`config.mk`:
```
export PLATFORM = sky130hd
export DESIGN_NAME = sobel_cfg_scheduler
export DESIGN_NICKNAME = d
export VERILOG_FILES = /design/src/rtl/sobel_cfg_scheduler.sv
export SDC_FILE = /design/constraint.sdc
export NUM_CORES = 1
export LEC_CHECK = 0
export CELL_PAD_IN_SITES_DETAIL_PLACEMENT = 1
export CELL_PAD_IN_SITES_GLOBAL_PLACEMENT = 1
export CORE_ASPECT_RATIO = 0.6
export CORE_MARGIN = 2
export CORE_UTILIZATION = 45
export DETAILED_ROUTE_END_ITERATION = 16
export DONT_BUFFER_PORTS = 1
export PLACE_DENSITY_LB_ADDON = 0.2
export REMOVE_ABC_BUFFERS = 1
export SLEW_MARGIN = 20
export SYNTH_ARGS = -nofsm -noshare
export SYNTH_HDL_FRONTEND = slang
export SYNTH_SLANG_ARGS = --single-unit
```
`constraint.sdc`:
```
create_clock -name pixel_clk -period 5.2 [get_ports pixel_clk]
set_input_delay 0.78 -clock pixel_clk [delete_from_list [all_inputs] [get_ports pixel_clk]]
set_output_delay 0.78 -clock pixel_clk [all_outputs]
set_load 0.02 [all_outputs]
```
`src/rtl/sobel_cfg_scheduler.sv`:
```
// Sobel configuration scheduler: stages register writes and applies them at frame start,
// with an optional per-frame threshold sweep and stream geometry checking.
module sobel_cfg_scheduler #(
  parameter int unsigned IMG_WIDTH         = 640,
  parameter int unsigned IMG_HEIGHT        = 480,
  parameter int unsigned DEFAULT_THRESHOLD = 64
) (
  input  logic       pixel_clk,
  input  logic       reset,
  input  logic       cfg_wr,
  input  logic       cfg_enable,
  input  logic [7:0] cfg_threshold,
  input  logic [1:0] cfg_kernel,
  input  logic       cfg_model,
  input  logic [3:0] cfg_debug_cmd,
  input  logic       sweep_en,
  input  logic [7:0] sweep_step,
  input  logic [3:0] sweep_frames,
  input  logic       mon_tvalid,
  input  logic       mon_tready,
  input  logic       mon_tuser,
  input  logic       mon_tlast,
  output logic       sobel_enable,
  output logic [7:0] sobel_threshold,
  output logic [1:0] sobel_kernel,
  output logic       sobel_model,
  output logic [3:0] debug_cmd,
  output logic       cfg_busy,
  output logic       cfg_done,
  output logic [15:0] frame_cnt,
  output logic       line_err,
  output logic       frame_err
);

  localparam logic [15:0] Width     = 16'(IMG_WIDTH);
  localparam logic [15:0] Height    = 16'(IMG_HEIGHT);
  localparam logic [7:0]  DefThresh = 8'(DEFAULT_THRESHOLD);

  typedef enum logic [0:0] {StIdle, StPending} state_e;

  state_e      state_q, state_d;
  logic        sh_en_q, sh_en_d, sh_model_q, sh_model_d;
  logic [7:0]  sh_thr_q, sh_thr_d;
  logic [1:0]  sh_kern_q, sh_kern_d;
  logic [3:0]  sh_dbg_q, sh_dbg_d;
  logic        en_q, en_d, model_q, model_d;
  logic [7:0]  thr_q, thr_d;
  logic [1:0]  kern_q, kern_d;
  logic [3:0]  dbg_q, dbg_d;
  logic        busy_q, busy_d, done_q, done_d, lerr_q, lerr_d, ferr_q, ferr_d;
  logic        seen_sof_q, seen_sof_d;
  logic [15:0] fcnt_q, fcnt_d, pix_cnt_q, pix_cnt_d, line_cnt_q, line_cnt_d;
  logic [3:0]  sweep_cnt_q, sweep_cnt_d;

  logic        beat, sof, eol;
  logic [15:0] pix_len;

  assign beat    = mon_tvalid & mon_tready;
  assign sof     = beat & mon_tuser;
  assign eol     = beat & mon_tlast;
  // The SOF beat starts a fresh line as pixel 1.
  assign pix_len = sof ? 16'd1 : pix_cnt_q + 16'd1;

  always_comb begin
    state_d     = state_q;
    sh_en_d     = sh_en_q;
    sh_thr_d    = sh_thr_q;
    sh_kern_d   = sh_kern_q;
    sh_model_d  = sh_model_q;
    sh_dbg_d    = sh_dbg_q;
    en_d        = en_q;
    thr_d       = thr_q;
    kern_d      = kern_q;
    model_d     = model_q;
    dbg_d       = dbg_q;
    done_d      = 1'b0;
    sweep_cnt_d = sweep_cnt_q;

    unique case (state_q)
      StIdle: begin
        if (sweep_en && sof) begin
          if (sweep_cnt_q == sweep_frames) begin
            thr_d       = thr_q + sweep_step;
            sweep_cnt_d = '0;
          end else begin
            sweep_cnt_d = sweep_cnt_q + 4'd1;
          end
        end
        if (cfg_wr) state_d = StPending;
      end
      StPending: begin
        // Old shadow is applied even when a new write lands on the same SOF.
        if (sof) begin
          en_d        = sh_en_q;
          thr_d       = sh_thr_q;
          kern_d      = sh_kern_q;
          model_d     = sh_model_q;
          dbg_d       = sh_dbg_q;
          done_d      = 1'b1;
          sweep_cnt_d = '0;
          state_d     = cfg_wr ? StPending : StIdle;
        end
      end
      default: state_d = StIdle;
    endcase

    if (cfg_wr) begin
      sh_en_d    = cfg_enable;
      sh_thr_d   = cfg_threshold;
      sh_kern_d  = cfg_kernel;
      sh_model_d = cfg_model;
      sh_dbg_d   = cfg_debug_cmd;
    end
    if (!sweep_en) sweep_cnt_d = '0;
    busy_d = (state_d == StPending);
  end

  always_comb begin
    fcnt_d     = fcnt_q;
    pix_cnt_d  = pix_cnt_q;
    line_cnt_d = line_cnt_q;
    lerr_d     = lerr_q;
    ferr_d     = ferr_q;
    seen_sof_d = seen_sof_q;
    if (sof) fcnt_d = fcnt_q + 16'd1;
    if (beat) begin
      if (eol) begin
        if (pix_len != Width) lerr_d = 1'b1;
        pix_cnt_d = '0;
      end else begin
        pix_cnt_d = pix_len;
      end
    end
    if (sof) begin
      if (seen_sof_q && (line_cnt_q != Height)) ferr_d = 1'b1;
      seen_sof_d = 1'b1;
      line_cnt_d = eol ? 16'd1 : 16'd0;
    end else if (eol) begin
      line_cnt_d = line_cnt_q + 16'd1;
    end
  end

  always_ff @(posedge pixel_clk) begin
    if (reset) begin
      state_q     <= StIdle;
      sh_en_q     <= 1'b0;
      sh_thr_q    <= '0;
      sh_kern_q   <= '0;
      sh_model_q  <= 1'b0;
      sh_dbg_q    <= '0;
      en_q        <= 1'b0;
      thr_q       <= DefThresh;
      kern_q      <= '0;
      model_q     <= 1'b0;
      dbg_q       <= '0;
      busy_q      <= 1'b0;
      done_q      <= 1'b0;
      fcnt_q      <= '0;
      pix_cnt_q   <= '0;
      line_cnt_q  <= '0;
      lerr_q      <= 1'b0;
      ferr_q      <= 1'b0;
      seen_sof_q  <= 1'b0;
      sweep_cnt_q <= '0;
    end else begin
      state_q     <= state_d;
      sh_en_q     <= sh_en_d;
      sh_thr_q    <= sh_thr_d;
      sh_kern_q   <= sh_kern_d;
      sh_model_q  <= sh_model_d;
      sh_dbg_q    <= sh_dbg_d;
      en_q        <= en_d;
      thr_q       <= thr_d;
      kern_q      <= kern_d;
      model_q     <= model_d;
      dbg_q       <= dbg_d;
      busy_q      <= busy_d;
      done_q      <= done_d;
      fcnt_q      <= fcnt_d;
      pix_cnt_q   <= pix_cnt_d;
      line_cnt_q  <= line_cnt_d;
      lerr_q      <= lerr_d;
      ferr_q      <= ferr_d;
      seen_sof_q  <= seen_sof_d;
      sweep_cnt_q <= sweep_cnt_d;
    end
  end

  assign sobel_enable    = en_q;
  assign sobel_threshold = thr_q;
  assign sobel_kernel    = kern_q;
  assign sobel_model     = model_q;
  assign debug_cmd       = dbg_q;
  assign cfg_busy        = busy_q;
  assign cfg_done        = done_q;
  assign frame_cnt       = fcnt_q;
  assign line_err        = lerr_q;
  assign frame_err       = ferr_q;

endmodule
```
# Word-level counts from Yosys, hierarchy flattened
# Cells that the tools add are included.
[word_totals] reg_bits=89 latch_bits=0 ramBits=0 rom_bits=0 in_bits=36 output_inout_bits=36 word_cells=62 n_memories=0
[op_classes] add_sub_neg=5 mul=0 div_mod_pow=0 n_lt_le_gt_ge=0 n_eq_ne=6 n_shift=0 n_mux=17 n_bitwise=5 reduce_logical=10
[op_table] cell="$mux 16" count=4
[op_table] cell="$add 16x1->16 const B" count=3
[op_table] cell="$mux 8" count=3
[op_table] cell="$ne 16x10->1 const B" count=1
[op_table] cell="$ne 16x9->1 const B" count=1
[op_table] cell="$pmux 8 s2" count=1
[op_table] cell="$mux 4" count=3
[op_table] cell="$add 8x8->8" count=1
[op_table] cell="$pmux 4 s2" count=1
[op_table] cell="$reduce_and 2->1" count=3
[op_table] cell="$reduce_and 3->1" count=2
[op_table] cell="$add 4x1->4 const B" count=1
[op_table] cell="$eq 4x4->1" count=1
[op_table] cell="$mux 1" count=4
[op_table] cell="$ne 2x2->1 const B" count=2
[op_table] cell="$reduce_or 2->1" count=2
[op_table] cell="$and 1x1->1" count=3
[op_table] cell="$logic_and 1x1->1" count=2
[op_table] cell="$ne 2x1->1 const B" count=1
[op_table] cell="$not 1->1" count=2
[op_table] cell="$pmux 1 s2" count=1
[op_table] cell="$reduce_bool 2->1" count=1

# Depth between registers and ports, before layout
[logic_depth] depth_word=5 mapped_depth=9 mapped_depth_nobuf=9

# Worst setup path before layout
# No wires, ideal clock.
[synth_timing] path_kind="in2reg" from="input sweep_step[1]" to="register thr_q[7] (netlist: sobel_threshold[7])" setup_ns=0.117 t_arrival_ns=2.246 required_time_ns=5.083 slack_ns=2.837 path_stages=7 path_buffers=0 path_cell_list="ha_1 -> a211oi_1 -> o21ai_0 -> a31o_2 -> xor2_1 -> a22o_1 -> a32o_1"
[synth_between] elab_chain_len=4
[synth_rtl] element="start: declaration" line="17" source="input logic [7:0] sweep_step,"
[synth_rtl] element="$add 8x8->8" line="83" source="thr_d = thr_q + sweep_step;"
[synth_rtl] element="$mux 8" line="82" source="if (sweep_cnt_q == sweep_frames) begin"
[synth_rtl] element="$mux 8" line="81" source="if (sweep_en && sof) begin"
[synth_rtl] element="$pmux 8 s2" line="79" source="unique case (state_q)"
[synth_rtl] element="end signal: assignment" line="152" source="thr_q <= DefThresh;"
[synth_rtl] element="end signal: assignment" line="173" source="thr_q <= thr_d;"
[synth_rtl] element="end: declaration" line="47" source="logic [7:0] thr_q, thr_d;"
# No other way between the ends. The select of a mux whose other input is x is not followed.
# A chain may end at the register's enable or synchronous reset.

# Final worst setup path
[layout_timing] from="input mon_tvalid" to="register thr_q[7] (netlist: sobel_threshold[7])"
[layout_between] elab_chain_len=5 word_cells_on_any_way=6 cone_classes="eq/ne (2); bitwise (2); reduce/logical (2)"
[layout_rtl] element="start: declaration" line="19" source="input logic mon_tvalid,"
[layout_rtl] element="$and 1x1->1 *" line="58" source="assign beat = mon_tvalid & mon_tready;"
[layout_rtl] element="$and 1x1->1 *" line="59" source="assign sof = beat & mon_tuser;"
[layout_rtl] element="$logic_and 1x1->1" line="81"
[layout_rtl] element="$ne 2x2->1 (no line)"
[layout_rtl] element="$reduce_and 3->1 (no line) *"
# Mark *: on every way between the ends. The rest lies on a longest branch, timed or not.

==> reports/results.tsv <==
metric	value	unit
min-delay src	sh_en_q$_SDFFE_PP0P_	
Leakage	1.744	nW
# port buffers	0	
flops & latches, synth	89	
crit path launch	mon_tvalid	
setup TNS	0	ns
yosys warns	0	
share of layout cells above drive strength 1	5.212	%
Die H	80.31	µm
WP data required	5.44	ns
CP startpoint kind	primary input	
H-tree level count	3	
crit path capture type	flip-flop	
Sw Share	22.93	%
grt total ovfl	0	
status	completed	
final number of setup-violating endpoints	0	
RePlAce Congestion	0.8263	
Final WS setup	2.709	ns
Arr. time, crit path	2.73	ns
average instance area after synthesis	8.255	µm²
CP max FO	12	
part of the Yosys area used for sequential elements	40.80	%
Post-DRT Antenna Nets	0	
unrepaired setup endpoints after global routing	false	
Clock Sinks	89	
Pint	1.164	mW
fin crit period	2.491	ns
final core utilization	51.17	%
vias in the first global route	3725	
Flop pwr share	46.8	%
Metal-1 WL	5.695	mm
post-route insts no fill	648	
clock slew at reported path FFs	0.07	ns
worst r2r src	sobel_threshold[0]$_SDFFE_PP0P_	
clock skew	0.006131	ns
post-CTS setup buffers	0	
Clock Power Share	48.3	%
cts hold-fix bufs	0	
largest net degree at the start of global routing	70	
Area Overhead vs Synth	8.854	%
metal3 WL	590	µm
First-pass DRT Iterations	4	
Post-Place Setup Slack	2.387	ns
max frequency	0.4014	GHz
worst vdd ir	206.6	µV
number of synthesized flops with an enable pin	0	
Mapped Cells	529	
GRT Util Overall	22.71	%
Post-synth top flop	dfxtp_1	
Slew Limit Fails	0	
Final Net Count	562	
synth unique cells	56	
post-synthesis cell area	4367	µm²
dpl cells	632	
CORE AREA	9290	µm²
Tightest Pin Transition	0.7745	ns
vias per cell	5.625	
Power Dens Cells	317.8	nW/µm²
Initial Util	47.00	%
final hold vios	0	
critical path class	primary input to flip-flop	
combinational share of power	4.9	%
drc violations	0	
Die W	131.2	µm
Initial DRC Count	170	
Routed WL	11.28	mm
max_cap viols	0	
Area after DPL	4418	µm²
routed length on met2	4.932	mm
Tightest Hold Check Type	flip-flop to flip-flop	
initial antenna violation count	0	
Clock Latency Late Sink	0.34	ns
ys async rst share	0	%
CTS max path bufs	2	
Final Cycle Share	47.91	%
Rel. slew slack	48.17	%
root buf cell	clkbuf_16	
CTS buffer count	9	
vias	3645	
CTS tree	yes	
# IOs	72	
Post-DP HPWL	8.026	mm
Std-Cell Rows	27	
top routing layer in use	met4	
post-CTS sizing	0	
post-route design area	4753	µm²
Psw	0.3463	mW
DIE AREA	10530	µm²
Antenna diodes	0	
Avg WL per Cell	17.41	µm
first-pass GRT wire length	19.18	mm
sequential cells by signal, summed over array words and instances (netlist names), 2 cells and up:
signal / flops
sh_thr_q: 8
debug_cmd: 4
pix_cnt_q: 16
sobel_threshold: 8
frame_cnt: 16
sobel_kernel: 2
sweep_cnt_q: 4
sh_kern_q: 2
line_cnt_q: 16
sh_dbg_q: 4
layout make-up:
cell class / instances / area, µm²
flip-flops and latches: 89 / 1782
well taps: 130 / 162.7
repair buffers: 1 / 7.507
fillers: 1103 / 4537
clock inverters: 6 / 96.34
inverters: 13 / 48.80
multi-input cells: 399 / 2417
clock buffers: 10 / 239.0
cell usage in the layout, fill, tap and decap left out, types with 2 or more instances in the layout:
master,count
nand4_1,9
xnor2_1,16
nand2_1,46
a21oi_1,38
nor4_1,6
mux2i_1,18
or3_1,6
a22oi_1,3
ha_1,12
nor2b_1,3
inv_1,13
and2_1,3
and4_1,3
o21ai_0,25
a31oi_1,9
a211oi_1,8
nor2_1,89
or2_2,2
bufinv_16,2
or4_1,2
nand3b_1,2
nand3_1,19
clkbuf_16,9
nor3_1,18
nor4b_1,2
and3_1,10
xor2_1,25
dfxtp_1,89
inv_6,2
path summary, 6_finish.rpt:
check             slack (ns)                              end  depth (start not counted)
setup / recovery        2.71  sobel_threshold[7]$_SDFFE_PP0P_                          5
hold / removal          0.46        sobel_enable$_SDFFE_PP0P_                          2
setup reg to reg        2.73  sobel_threshold[6]$_SDFFE_PP1P_                          9
hold reg to reg         0.46        sobel_enable$_SDFFE_PP0P_                          2
metrics by stage:
step / hold slack, ns / total power, mW
finish: 0.4577 / 1.510
global route: 0.4823 / 1.559
CTS: 0.4555 / 1.523
detailed placement: 0.4451 / 0.7963
global placement: 0.4279 / 0.7927
floorplan: 0.4251 / 0.7758
cell families after synthesis:
kind of cell | Yosys count | share of synthesized area [%]
fa+ha+maj | 13 | 3.897
flops | 89 | 40.80
compound gates | 97 | 13.32
simple gates | 230 | 25.79
buf+inv | 41 | 3.840
xor+xnor | 41 | 8.223
mux | 18 | 4.126
layer usage:
layer / track usage, % / up-vias
met5: 0 / -
met4: 4.457 / 0
met3: 7.134 / 7
met2: 36.63 / 72
met1: 30.22 / 1746
li1: - / 1820
power by group through the flow:
stage | registers [mW] | logic (mW) | clock network [mW]
floorplan | 0.723 | 0.0530 | 0
global placement | 0.722 | 0.0703 | 0
detailed placement | 0.723 | 0.0730 | 0
CTS | 0.708 | 0.0741 | 0.742
global route | 0.709 | 0.0836 | 0.767
finish | 0.708 | 0.0735 | 0.729
cell usage after synthesis, types with 7 or more instances:
cell type / instances / area (µm²)
dfxtp_1: 89 / 1782
nor2_1: 89 / 334.1
nand2_1: 46 / 172.7
a21oi_1: 38 / 190.2
o21ai_0: 25 / 125.1
xor2_1: 25 / 219.0
nand3_1: 19 / 95.09
mux2i_1: 18 / 180.2
nor3_1: 18 / 90.09
clkbuf_1: 17 / 63.81
xnor2_1: 16 / 140.1
inv_1: 13 / 48.80
ha_1: 12 / 150.1
and3_1: 10 / 62.56
a31oi_1: 9 / 56.30
nand4_1: 9 / 56.30
a211oi_1: 8 / 60.06
buf_2: 7 / 35.03
worst max-delay path, cell delays in order:
cell and delay (ns):
and2_1 0.37, nand2_1 0.35, nor2_1 0.70, o21ai_0 0.22
a32o_1 0.30
Note: power is estimated with default switching activity, not from simulation.
